### src/rtl/video_timing_gen_pkg.sv
// Shared types and constants for the raster timing generator: standard
// timing sets, FSM state encoding, pipe flag payload and bar colour table.
package video_timing_gen_pkg;

  localparam int unsigned POS_W = 11;
  localparam int unsigned RGB_W = 24;

  typedef enum logic [1:0] {
    MODE_720P  = 2'd0,
    MODE_1080P = 2'd1,
    MODE_480P  = 2'd2
  } vtg_mode_e;

  typedef struct packed {
    logic [15:0] h_sync;
    logic [15:0] h_back;
    logic [15:0] h_disp;
    logic [15:0] h_front;
    logic [15:0] v_sync;
    logic [15:0] v_back;
    logic [15:0] v_disp;
    logic [15:0] v_front;
  } vtg_timing_t;

  typedef enum logic {
    ST_IDLE = 1'b0,
    ST_RUN  = 1'b1
  } vtg_state_e;

  // Sync/enable/frame flags travelling down the output pipe together
  typedef struct packed {
    logic hsync;
    logic vsync;
    logic de;
    logic frame;
  } vtg_ctrl_t;

  // Standard CEA timing sets
  function automatic vtg_timing_t timing_set(input vtg_mode_e mode);
    vtg_timing_t t;
    case (mode)
      MODE_1080P: t = '{16'd44, 16'd148, 16'd1920, 16'd88, 16'd5, 16'd36, 16'd1080, 16'd4};
      MODE_480P:  t = '{16'd96, 16'd48, 16'd640, 16'd16, 16'd2, 16'd33, 16'd480, 16'd10};
      default:    t = '{16'd40, 16'd220, 16'd1280, 16'd110, 16'd5, 16'd20, 16'd720, 16'd5};
    endcase
    return t;
  endfunction

  localparam vtg_timing_t T720 = timing_set(MODE_720P);

  // Colour of one of the eight vertical test bars, left to right
  function automatic logic [RGB_W-1:0] bar_colour(input logic [2:0] idx);
    logic [RGB_W-1:0] rgb;
    case (idx)
      3'd0:    rgb = 24'hFFFFFF;
      3'd1:    rgb = 24'hFFFF00;
      3'd2:    rgb = 24'h00FFFF;
      3'd3:    rgb = 24'h00FF00;
      3'd4:    rgb = 24'hFF00FF;
      3'd5:    rgb = 24'hFF0000;
      3'd6:    rgb = 24'h0000FF;
      default: rgb = 24'h000000;
    endcase
    return rgb;
  endfunction

endpackage

### src/rtl/video_timing_gen_if.sv
// Pixel request / video output bundle between the timing generator, the
// frame source and the TMDS transmitter.
interface video_timing_gen_if;
  import video_timing_gen_pkg::*;

  logic             data_req;
  logic [POS_W-1:0] pixel_xpos;
  logic [POS_W-1:0] pixel_ypos;
  logic [RGB_W-1:0] pixel_data;
  logic             video_hsync;
  logic             video_vsync;
  logic             video_de;
  logic [RGB_W-1:0] video_din;
  logic             frame_start;

  modport master (
    output data_req, pixel_xpos, pixel_ypos,
    output video_hsync, video_vsync, video_de, video_din, frame_start,
    input  pixel_data
  );

  modport slave (
    input  data_req, pixel_xpos, pixel_ypos,
    input  video_hsync, video_vsync, video_de, video_din, frame_start,
    output pixel_data
  );
endinterface

### src/rtl/video_timing_gen_bar_gen.sv
// video_bar_gen: maps an active x position to one of eight vertical colour
// bars. Only instantiated when TEST_PATTERN_EN is defined.
module video_bar_gen
  import video_timing_gen_pkg::*;
#(
  parameter int unsigned H_DISP = 1280
) (
  input  logic [POS_W-1:0] xpos,
  output logic [RGB_W-1:0] rgb_c
);

  localparam int unsigned BAR_W = (H_DISP >= 8) ? (H_DISP / 8) : 1;

  logic [POS_W-1:0] idx_c;

  // Bar index, clamped so odd widths never select past the last bar
  assign idx_c = xpos / POS_W'(BAR_W);
  assign rgb_c = bar_colour((idx_c > POS_W'(7)) ? 3'd7 : idx_c[2:0]);

endmodule

### src/rtl/video_timing_gen.sv
// video_timing_gen: raster timing generator for the DVI/HDMI transmitter.
// Counters -> stage 1 (data_req, x/y) -> stage 2 (source returns pixel)
// -> stage 3 (hsync/vsync/de/din/frame_start), all outputs registered.
// Optional build macro: TEST_PATTERN_EN (colour bars selected by test_sel).
module video_timing_gen
  import video_timing_gen_pkg::*;
#(
  parameter int unsigned H_SYNC   = 32'(T720.h_sync),
  parameter int unsigned H_BACK   = 32'(T720.h_back),
  parameter int unsigned H_DISP   = 32'(T720.h_disp),
  parameter int unsigned H_FRONT  = 32'(T720.h_front),
  parameter int unsigned V_SYNC   = 32'(T720.v_sync),
  parameter int unsigned V_BACK   = 32'(T720.v_back),
  parameter int unsigned V_DISP   = 32'(T720.v_disp),
  parameter int unsigned V_FRONT  = 32'(T720.v_front),
  parameter logic        SYNC_POL = 1'b1
) (
  input  logic             pclk,
  input  logic             rstin,
  input  logic             video_en,
  input  logic             test_sel,
  video_timing_gen_if.master vid
);

  localparam int unsigned H_TOTAL = H_SYNC + H_BACK + H_DISP + H_FRONT;
  localparam int unsigned V_TOTAL = V_SYNC + V_BACK + V_DISP + V_FRONT;
  localparam int unsigned HW      = $clog2(H_TOTAL);
  localparam int unsigned VW      = $clog2(V_TOTAL);

  localparam logic [HW-1:0] H_LAST      = HW'(H_TOTAL - 1);
  localparam logic [HW-1:0] H_SYNC_END  = HW'(H_SYNC);
  localparam logic [HW-1:0] H_ACT_START = HW'(H_SYNC + H_BACK);
  localparam logic [HW-1:0] H_ACT_END   = HW'(H_SYNC + H_BACK + H_DISP);
  localparam logic [VW-1:0] V_LAST      = VW'(V_TOTAL - 1);
  localparam logic [VW-1:0] V_SYNC_END  = VW'(V_SYNC);
  localparam logic [VW-1:0] V_ACT_START = VW'(V_SYNC + V_BACK);
  localparam logic [VW-1:0] V_ACT_END   = VW'(V_SYNC + V_BACK + V_DISP);

  vtg_state_e       state;
  logic [HW-1:0]    h_cnt;
  logic [VW-1:0]    v_cnt;
  vtg_ctrl_t        ctrl1;
  vtg_ctrl_t        ctrl2;
  logic             run_c;
  logic             act_c;
  logic             h_act_c;
  logic             v_act_c;
  logic [RGB_W-1:0] pix_c;

  assign run_c   = (state == ST_RUN);
  assign h_act_c = (h_cnt >= H_ACT_START) && (h_cnt < H_ACT_END);
  assign v_act_c = (v_cnt >= V_ACT_START) && (v_cnt < V_ACT_END);
  assign act_c   = run_c && h_act_c && v_act_c;

  // Run/idle control and raster counters; a frame always runs to its last cycle
  always_ff @(posedge pclk) begin
    if (rstin) begin
      state <= ST_IDLE;
      h_cnt <= '0;
      v_cnt <= '0;
    end else begin
      case (state)
        ST_IDLE: begin
          h_cnt <= '0;
          v_cnt <= '0;
          if (video_en) state <= ST_RUN;
        end
        ST_RUN: begin
          if (h_cnt == H_LAST) begin
            h_cnt <= '0;
            if (v_cnt == V_LAST) begin
              v_cnt <= '0;
              if (!video_en) state <= ST_IDLE;
            end else begin
              v_cnt <= v_cnt + VW'(1);
            end
          end else begin
            h_cnt <= h_cnt + HW'(1);
          end
        end
        default: state <= ST_IDLE;
      endcase
    end
  end

  // Stage 1: decode counters into the pixel request and flags
  always_ff @(posedge pclk) begin
    if (rstin) begin
      ctrl1          <= '0;
      vid.pixel_xpos <= '0;
      vid.pixel_ypos <= '0;
    end else begin
      ctrl1.hsync    <= run_c && (h_cnt < H_SYNC_END);
      ctrl1.vsync    <= run_c && (v_cnt < V_SYNC_END);
      ctrl1.de       <= act_c;
      ctrl1.frame    <= run_c && (h_cnt == '0) && (v_cnt == '0);
      vid.pixel_xpos <= act_c ? POS_W'(h_cnt - H_ACT_START) : '0;
      vid.pixel_ypos <= act_c ? POS_W'(v_cnt - V_ACT_START) : '0;
    end
  end

  assign vid.data_req = ctrl1.de;

  // Stage 2: hold flags while the source answers the request
  always_ff @(posedge pclk) begin
    if (rstin) ctrl2 <= '0;
    else       ctrl2 <= ctrl1;
  end

`ifdef TEST_PATTERN_EN
  logic [POS_W-1:0] bar_x;
  logic [RGB_W-1:0] bar_rgb_c;

  // Stage 2 copy of x for the bar lookup
  always_ff @(posedge pclk) begin
    if (rstin) bar_x <= '0;
    else       bar_x <= vid.pixel_xpos;
  end

  video_bar_gen #(.H_DISP(H_DISP)) u_bar_gen (
    .xpos  (bar_x),
    .rgb_c (bar_rgb_c)
  );

  assign pix_c = test_sel ? bar_rgb_c : vid.pixel_data;
`else
  logic unused_test_sel;
  assign unused_test_sel = test_sel;
  assign pix_c = vid.pixel_data;
`endif

  // Stage 3: transmitter-facing outputs, blanking forced black
  always_ff @(posedge pclk) begin
    if (rstin) begin
      vid.video_de    <= 1'b0;
      vid.video_hsync <= ~SYNC_POL;
      vid.video_vsync <= ~SYNC_POL;
      vid.frame_start <= 1'b0;
      vid.video_din   <= '0;
    end else begin
      vid.video_de    <= ctrl2.de;
      vid.video_hsync <= ctrl2.hsync ? SYNC_POL : ~SYNC_POL;
      vid.video_vsync <= ctrl2.vsync ? SYNC_POL : ~SYNC_POL;
      vid.frame_start <= ctrl2.frame;
      vid.video_din   <= ctrl2.de ? pix_c : '0;
    end
  end

endmodule

### src/flat_wrapper.sv
// flat-port wrapper written by rule: the top's interface ports become plain ports
module video_timing_gen_flat import video_timing_gen_pkg::*;
#(
  parameter int unsigned H_SYNC   = 32'(T720.h_sync),
  parameter int unsigned H_BACK   = 32'(T720.h_back),
  parameter int unsigned H_DISP   = 32'(T720.h_disp),
  parameter int unsigned H_FRONT  = 32'(T720.h_front),
  parameter int unsigned V_SYNC   = 32'(T720.v_sync),
  parameter int unsigned V_BACK   = 32'(T720.v_back),
  parameter int unsigned V_DISP   = 32'(T720.v_disp),
  parameter int unsigned V_FRONT  = 32'(T720.v_front),
  parameter logic        SYNC_POL = 1'b1
)
  (pclk, rstin, video_en, test_sel, vid_data_req, vid_pixel_xpos, vid_pixel_ypos, vid_video_hsync, vid_video_vsync, vid_video_de, vid_video_din, vid_frame_start, vid_pixel_data);
  video_timing_gen_if vid_i ();
  input  logic pclk;
  input  logic rstin;
  input  logic video_en;
  input  logic test_sel;
  output wire logic [$bits(vid_i.data_req)-1:0] vid_data_req;
  output wire logic [$bits(vid_i.pixel_xpos)-1:0] vid_pixel_xpos;
  output wire logic [$bits(vid_i.pixel_ypos)-1:0] vid_pixel_ypos;
  output wire logic [$bits(vid_i.video_hsync)-1:0] vid_video_hsync;
  output wire logic [$bits(vid_i.video_vsync)-1:0] vid_video_vsync;
  output wire logic [$bits(vid_i.video_de)-1:0] vid_video_de;
  output wire logic [$bits(vid_i.video_din)-1:0] vid_video_din;
  output wire logic [$bits(vid_i.frame_start)-1:0] vid_frame_start;
  input wire logic [$bits(vid_i.pixel_data)-1:0] vid_pixel_data;
  assign vid_data_req = vid_i.data_req;
  assign vid_pixel_xpos = vid_i.pixel_xpos;
  assign vid_pixel_ypos = vid_i.pixel_ypos;
  assign vid_video_hsync = vid_i.video_hsync;
  assign vid_video_vsync = vid_i.video_vsync;
  assign vid_video_de = vid_i.video_de;
  assign vid_video_din = vid_i.video_din;
  assign vid_frame_start = vid_i.frame_start;
  assign vid_i.pixel_data = vid_pixel_data;
  video_timing_gen #(.H_SYNC(H_SYNC), .H_BACK(H_BACK), .H_DISP(H_DISP), .H_FRONT(H_FRONT), .V_SYNC(V_SYNC), .V_BACK(V_BACK), .V_DISP(V_DISP), .V_FRONT(V_FRONT), .SYNC_POL(SYNC_POL)) u_core (.pclk(pclk), .rstin(rstin), .video_en(video_en), .test_sel(test_sel), .vid(vid_i));
endmodule
### config.mk
export PLATFORM = sky130hd
export DESIGN_NAME = video_timing_gen_flat
export DESIGN_NICKNAME = d
export VERILOG_FILES = /design/src/rtl/video_timing_gen_pkg.sv /design/src/rtl/video_timing_gen_if.sv /design/src/rtl/video_timing_gen_bar_gen.sv /design/src/rtl/video_timing_gen.sv /design/src/flat_wrapper.sv
export SDC_FILE = /design/constraint.sdc
export NUM_CORES = 1
export LEC_CHECK = 0
export CAP_MARGIN = 20
export CORE_MARGIN = 4
export CORE_UTILIZATION = 44
export DETAILED_ROUTE_END_ITERATION = 10
export PLACE_DENSITY = 0.76
export SETUP_SLACK_MARGIN = 0.5
export SYNTH_ARGS = -nofsm -noshare
export SYNTH_HDL_FRONTEND = slang
export SYNTH_SLANG_ARGS = --single-unit
### constraint.sdc
create_clock -name pclk -period 1.82 [get_ports pclk]
set_input_delay 0.364 -clock pclk [delete_from_list [all_inputs] [get_ports pclk]]
set_output_delay 0.364 -clock pclk [all_outputs]
set_load 0.05 [all_outputs]
# == Word level (Yosys, flattened, before mapping) ==
# Cells that the tools add are included.
# totals
wordCells,57
ff_bits,80
# op_classes
n_lt_le_gt_ge,6
muxes,11
eq_ne,3
reduce_logical,12
bitwise,3
add_sub_neg,4
# op_table
operator,count
case mux 11 bit (2 select lines),1
two-way mux 10 bit,2
case mux 10 bit (2 select lines),1
adder 11 x 1 -> 11 bit (second input constant),1
== test 11 bit (second input constant),1
greater-or-equal comparator 11 x 9 -> 1 bit (second input constant),1
zero test 11 bit,1
less-than comparator 11 bit (second input constant),1
less-than comparator 11 x 6 -> 1 bit (second input constant),1
two-way mux 11 bit,1
subtractor 10 x 5 -> 11 bit (second input constant),1
subtractor 11 x 9 -> 11 bit (second input constant),1
adder 10 x 1 -> 10 bit (second input constant),1
== test 10 bit (second input constant),1
greater-or-equal comparator 10 x 5 -> 1 bit (second input constant),1
zero test 10 bit,1
less-than comparator 10 bit (second input constant),1
less-than comparator 10 x 3 -> 1 bit (second input constant),1
logical AND 1 bit,8
two-way mux 1 bit,5
OR reduction 2 bit,2
inverter 1 bit,3
!= test 2 bit (second input constant),1
case mux 1 bit (2 select lines),1

# == Longest topological paths before layout ==
# Gate-level depths: netlist of run 1.
# depth
ltp_word,6
depth_mapped,8
depth_no_buf,6

# == Worst setup path after synthesis of run 1 ==
# OpenSTA, ideal clock, no wires.
# synth_timing
path_type,reg2reg
from,register u_core.h_cnt[4]
to,register u_core.vid.pixel_xpos[4]
setup_ps,73
required_time_ps,1747
stages_incl_launch_ff,7
arrival_ps,1819
path_slack_ps,-72
path_buffers,2
period_less_slack_ps,1892
path_cell_list,dfxtp_1 -> buf_6 -> or4_4 -> nand3b_4 -> a221o_1 -> buf_6 -> nor3_2
# synth_via
elab_chain_cells,6
word_cells_on_any_way,8
cone_classes,add/sub (1); order compare (2); bitwise (1); reduce/logical (4)
# synth_lines
element,line_no,text
start: declaration,video_timing_gen.sv:40,logic [HW-1:0] h_cnt;
start signal: assignment,video_timing_gen.sv:78,h_cnt <= h_cnt + HW'(1);
greater-or-equal comparator 11 x 9 -> 1 bit or less-than comparator 11 bit (tied branches),video_timing_gen.sv:51,assign h_act_c = (h_cnt >= H_ACT_START) && (h_cnt < H_ACT_END);
logical AND 1 bit,video_timing_gen.sv:51,
logical AND 1 bit (2 in a row),video_timing_gen.sv:53,assign act_c = run_c && h_act_c && v_act_c;
inverter 1 bit (no line),n/a,
OR reduction 2 bit (no line),n/a,
end signal: assignment,video_timing_gen.sv:97,vid.pixel_xpos <= act_c ? POS_W'(h_cnt - H_ACT_START) : '0;
end: declaration,video_timing_gen_if.sv:17,"output data_req, pixel_xpos, pixel_ypos,"
# Several ways; a longest one is shown, not always the timed one.
# A chain may end at the register's enable or synchronous reset.

# == Final worst setup path of run 1 ==
# layout_timing
from,register u_core.h_cnt[3]
to,register u_core.v_cnt[7]
# layout_via
elab_chain_cells,2
# layout_lines
element,line_no,text
== test 11 bit,video_timing_gen.sv:69,if (h_cnt == H_LAST) begin
!= test 2 bit (no line),n/a,
end signal: assignment,video_timing_gen.sv:75,v_cnt <= v_cnt + VW'(1);
end: declaration,video_timing_gen.sv:41,logic [VW-1:0] v_cnt;
# No other way between the ends.

==> summary.md, run 1 <==
Top metal layer carrying routed signals: met4. At the end of routability-driven placement, the weighted congestion stood at 0.806. The worst register-to-register path begins at u_core.h_cnt[3]. The final number of hold-violating endpoints was 0; the TritonCTS sink count was 80.

Once the floorplan was initialized, standard cells occupied 46.3% of the core. The flow ran to the end, but the final reports show violations. Clock skew on the completed layout was measured at 11.9 ps. Entering global routing, the biggest net connects 26 pins. Row generation in the floorplan step produced 30 rows. Counting every instance in the synthesized netlist gives 318. The critical path class is reg2reg. The clock network is responsible for 42.5% of the overall power. The part of the cycle the worst path needs works out to 101%. The tightest min-delay check is of the reg2reg type. The tools report the sequential share of power as 52.0%. The initial antenna violation count is 0, and the post-synthesis cell type count is 44. From left edge to right edge, the die measures 93.2 um.

Dividing total power by cell area gives a power density of 695 nW/um2. The run gives -20 ps as the worst reg-to-reg setup slack. In this run the mean area of a mapped cell was 10.0 um2.

The tools report the post-layout utilization of the core as 70.5%. The leakage dissipation came out at 1.95 nW. The first routing iteration left 131 violations.

The net count of the finished layout is 481. IR analysis of the VDD net gives a maximum drop of 0.420 mV. The cell chosen for the clock root was clkbuf_8. The first global-routing pass estimated 12900 um of wire.

By area the synthesized netlist is led by dfxtp_1 (50%), nor3_2 (5.6%), and2_1 (4.9%), ha_1 (4.3%), xnor2_1 (3.6%). The tools report the worst setup path startpoint as u_core.h_cnt[3]. For the pin with the worst max-slew slack, the measured transition is 473 ps. The largest fanout on the critical path is 4, and the average via count per standard cell is 5.05. Final-report max-slew violation count: 0.

The routed wire length on met3 was 653 um; the number of I/O pins was 79. Port buffering added 77 buffers. The clock period minus final worst setup slack was 1840 ps; the path depth of the worst reg2reg path was 8.

In this run the vertical extent of the chip is 93.2 um. Static timing analysis puts the maximum clock frequency at 545 MHz. TritonCTS built the clock tree. For the worst setup path, the data arrival time is 2080 ps. For this run, design rule violations remaining after detail routing come to 0. The die covers 8690 um2. The H-tree was split into 3 levels. Average wire per cell in the routed design: 15.2 um. For the tightest hold margin, the log shows 439 ps. The run gives 2060 ps as the data required time of the worst path. The tools report the via count as 2744. The capturing instance or port of the critical path is u_core.v_cnt[7]. The run gives 6910 um2 as the area inside the core boundary. The biggest area contributor in the post-synthesis netlist is dfxtp_1. The number of buffers on the longest clock path came out at 2. Global routing used 18.8% of the available tracks. Counting flops and latches in the post-synthesis netlist gives 80.

Per report_power, the combinational group accounts for 5.4% of the total. Antenna cell count: 0. Sequential cells were found to cover 50.1% of the synthesized design area. Fill cells in the final layout number 516.

The final reports fail on negative setup slack. In this run, CTS created clock tree buffers numbering 9. The logs give 8260 um for the final wirelength and 3670 um for the total routed wire length on the met1 layer. Setup repair after global routing could not meet its margin everywhere. Once placement finished, the instance area stood at 4290 um2. Yosys printed 0 warnings. The internal power of the cells totals 2.64 mW.

CTS clock-pin slew for the worst setup and hold paths: 90 ps. The synthesized netlist occupies a cell area of 3190 um2. The first-pass iteration count of the detailed router was 4. In this run the critical register-to-register path is captured at u_core.v_cnt[7].

The number of violations of the max-capacitance limit was 0; the area share of the leading cell type in the synthesized netlist was 50.1%. In the detailed route, the total length drawn on met2 is 3780 um. When the netlist entered floorplanning its net count stood at 357. The final non-filler cell area came out at 4870 um2.

In this run the tightest slew margin relative to its limit is 68.2%. Number of global-route vias before repair: 2665. STA classifies the critical path startpoint as a flip-flop.

Once detailed placement completed, the half-perimeter wirelength came to 5420 um. The layout-stage area growth over the synthesis result was 52.5%; the power dissipated by switching net loads was 0.745 mW. The clock reaches the later pin of the worst-skew pair after 350 ps.

Global routing finished with a remaining overflow of 0. STA classifies the critical path endpoint as a flip-flop. The detail route stage leaves a number of antenna-violating nets equal to 0.

The final worst slack came out at -15.4 ps. The proportion of layout cells with a drive suffix above 1 came out at 46.1%. Net switching is 22.0% of the power.

The run gives 1 as the number of endpoints failing setup at the final stage.
[synth_stat cells]
cell type   n
or4_1       3
a31oi_1     3
o21ai_2     1
nor3b_1     2
buf_4       2
o21ai_0     8
nor4_1      2
nand3b_4    1
or3_1       7
a211oi_1    3
and4_1      1
a21oi_1     8
buf_2       2
xor2_1     10
o31a_1      2
nand4_1     5
nor3_2     18
nand4bb_1   1
dfxtp_1    80
a211oi_2    1
o311ai_0    1
a41oi_1     1
nor4b_1     1
buf_6       3
a41o_1      1
ha_1       11
nand2b_1    2
inv_1      11
nor4bb_1    1
nand2_1    17
xnor2_1    13
clkbuf_1   13
nand3_1     9
a221o_1     1
nor3_1      4
nor2b_1    10
nor2_1     20
or2_2       1
or4b_2      1
o22ai_2     1
or4_4       1
and3_1      6
and2_1     25
o31ai_1     4
[through the flow]
step	cells	setup TNS, ps	total power, mW	setup WS, ps
CTS	540	0	3.40	14.0
detailed placement	504	-8810	1.94	-296
global route	543	-118	3.52	-58.5
floorplan	318	-34.3	1.86	-34.3
global placement	504	-7450	1.94	-247
finish	543	-15.4	3.39	-15.4
[final cells by class]
type	instances	area (um2)	area share [%]
clock buffers	10	128	2.62
clock inverters	6	92.6	1.90
inverters	11	48.8	1.00
flip-flops and latches	80	1630	33.4
well taps	96	120	2.47
multi-input cells	208	1790	36.7
repair buffers	132	1060	21.8
[sequential cells by signal, indices dropped and copies added (netlist names)]
register and count:
u_core.vid.video_din 24, u_core.h_cnt 11, u_core.vid.pixel_xpos 11, u_core.vid.pixel_ypos 11, u_core.v_cnt 10, u_core.ctrl2 4
u_core.ctrl1 3, u_core.run_c 1, u_core.vid.data_req 1, u_core.vid.frame_start 1, u_core.vid.video_de 1, u_core.vid.video_hsync 1
u_core.vid.video_vsync 1
[worst min path at each step]
stage | cells after the start | end | from
finish | 1 | u_core.ctrl2[3] | u_core.ctrl1[3]
global route | 1 | u_core.vid.frame_start | u_core.ctrl2[0]
global placement | 1 | u_core.ctrl2[0] | u_core.ctrl1[0]
detailed placement | 1 | u_core.vid.frame_start | u_core.ctrl2[0]
CTS | 1 | u_core.vid.video_vsync | u_core.ctrl2[2]
floorplan | 1 | u_core.ctrl2[0] | u_core.ctrl1[0]
[what timing repair did]
action,CTS,global route
setup buffers,18,3
hold buffers,0,0
endpoints found under the hold margin,0,0
gates cloned,2,0
pin swaps,22,14
resized for setup,161,49
endpoints found under the setup margin,98,57
[layer usage]
| layer | global-route usage, % | up-vias |
|---|---|---|
| li1 | - | 1330 |
| met1 | 23.4 | 1281 |
| met2 | 31.0 | 117 |
| met3 | 5.47 | 16 |
| met4 | 6.23 | 0 |
| met5 | 0 | - |
[worst max-delay path, cell delays in order (launching register included)]
cell and delay (ps):
dfxtp_2 350, inv_2 80, ha_4 140, nand4bb_1 160
o31a_1 390, buf_4 170, buf_4 140, o31ai_4 230
a21oi_2 80
[power by group through the flow]
| stage | Clock [mW] | Combinational [mW] | Sequential [mW] |
|---|---|---|---|
| after floorplan | 0 | 0.0442 | 1.81 |
| after global placement | 0 | 0.132 | 1.81 |
| after detailed placement | 0 | 0.135 | 1.81 |
| after CTS | 1.47 | 0.166 | 1.76 |
| after global routing | 1.56 | 0.196 | 1.76 |
| final | 1.44 | 0.184 | 1.76 |
[cells by family after synthesis]
kind of cell,share of synthesized area (%)
AND/OR/NAND/NOR,27.1
AO/OA/AOI/OAI,7.52
XOR/XNOR,6.31
flip-flops,50.1
buffers and inverters,4.66
adder cells (fa/ha/maj),4.31
[placed cells by master, fill, tap and decap left out, drive strengths merged, types with 2 or more instances in the layout]
cell type      synthesis  routed
nor2b                 10      10
inv                   11      12
or4                    4       4
nor3b                  2       2
xor2                  10      10
a31oi                  3       3
o31ai                  4       4
clkdlybuf4s50          0      25
clkinvlp               0       2
o31a                   2       2
dfxtp                 80      80
a21oi                  8       8
and2                  25      25
o21ai                  9      10
nor4                   2       2
or3                    7       7
clkbuf                13      20
nand4                  5       5
and3                   6       6
nand2b                 2       2
nand3                  9       9
ha                    11      11
nor3                  22      22
nand2                 17      17
nor2                  20      20
a211oi                 4       4
buf                    7      96
xnor2                 13      13
bufinv                 0       2
Note: power is estimated with default switching activity, not from simulation.
==> run 2, diff against run 1 <==
--- a/config.mk
+++ b/config.mk
@@ -5,7 +5,7 @@
 export SDC_FILE = /design/constraint.sdc
 export NUM_CORES = 1
 export LEC_CHECK = 0
-export CAP_MARGIN = 20
+export ABC_CLOCK_PERIOD_IN_PS = 1820
 export CORE_MARGIN = 4
 export CORE_UTILIZATION = 44
 export DETAILED_ROUTE_END_ITERATION = 10
==> results of run 2 <==
The final DEF is identical to that of run 1; final timing and power are the same.
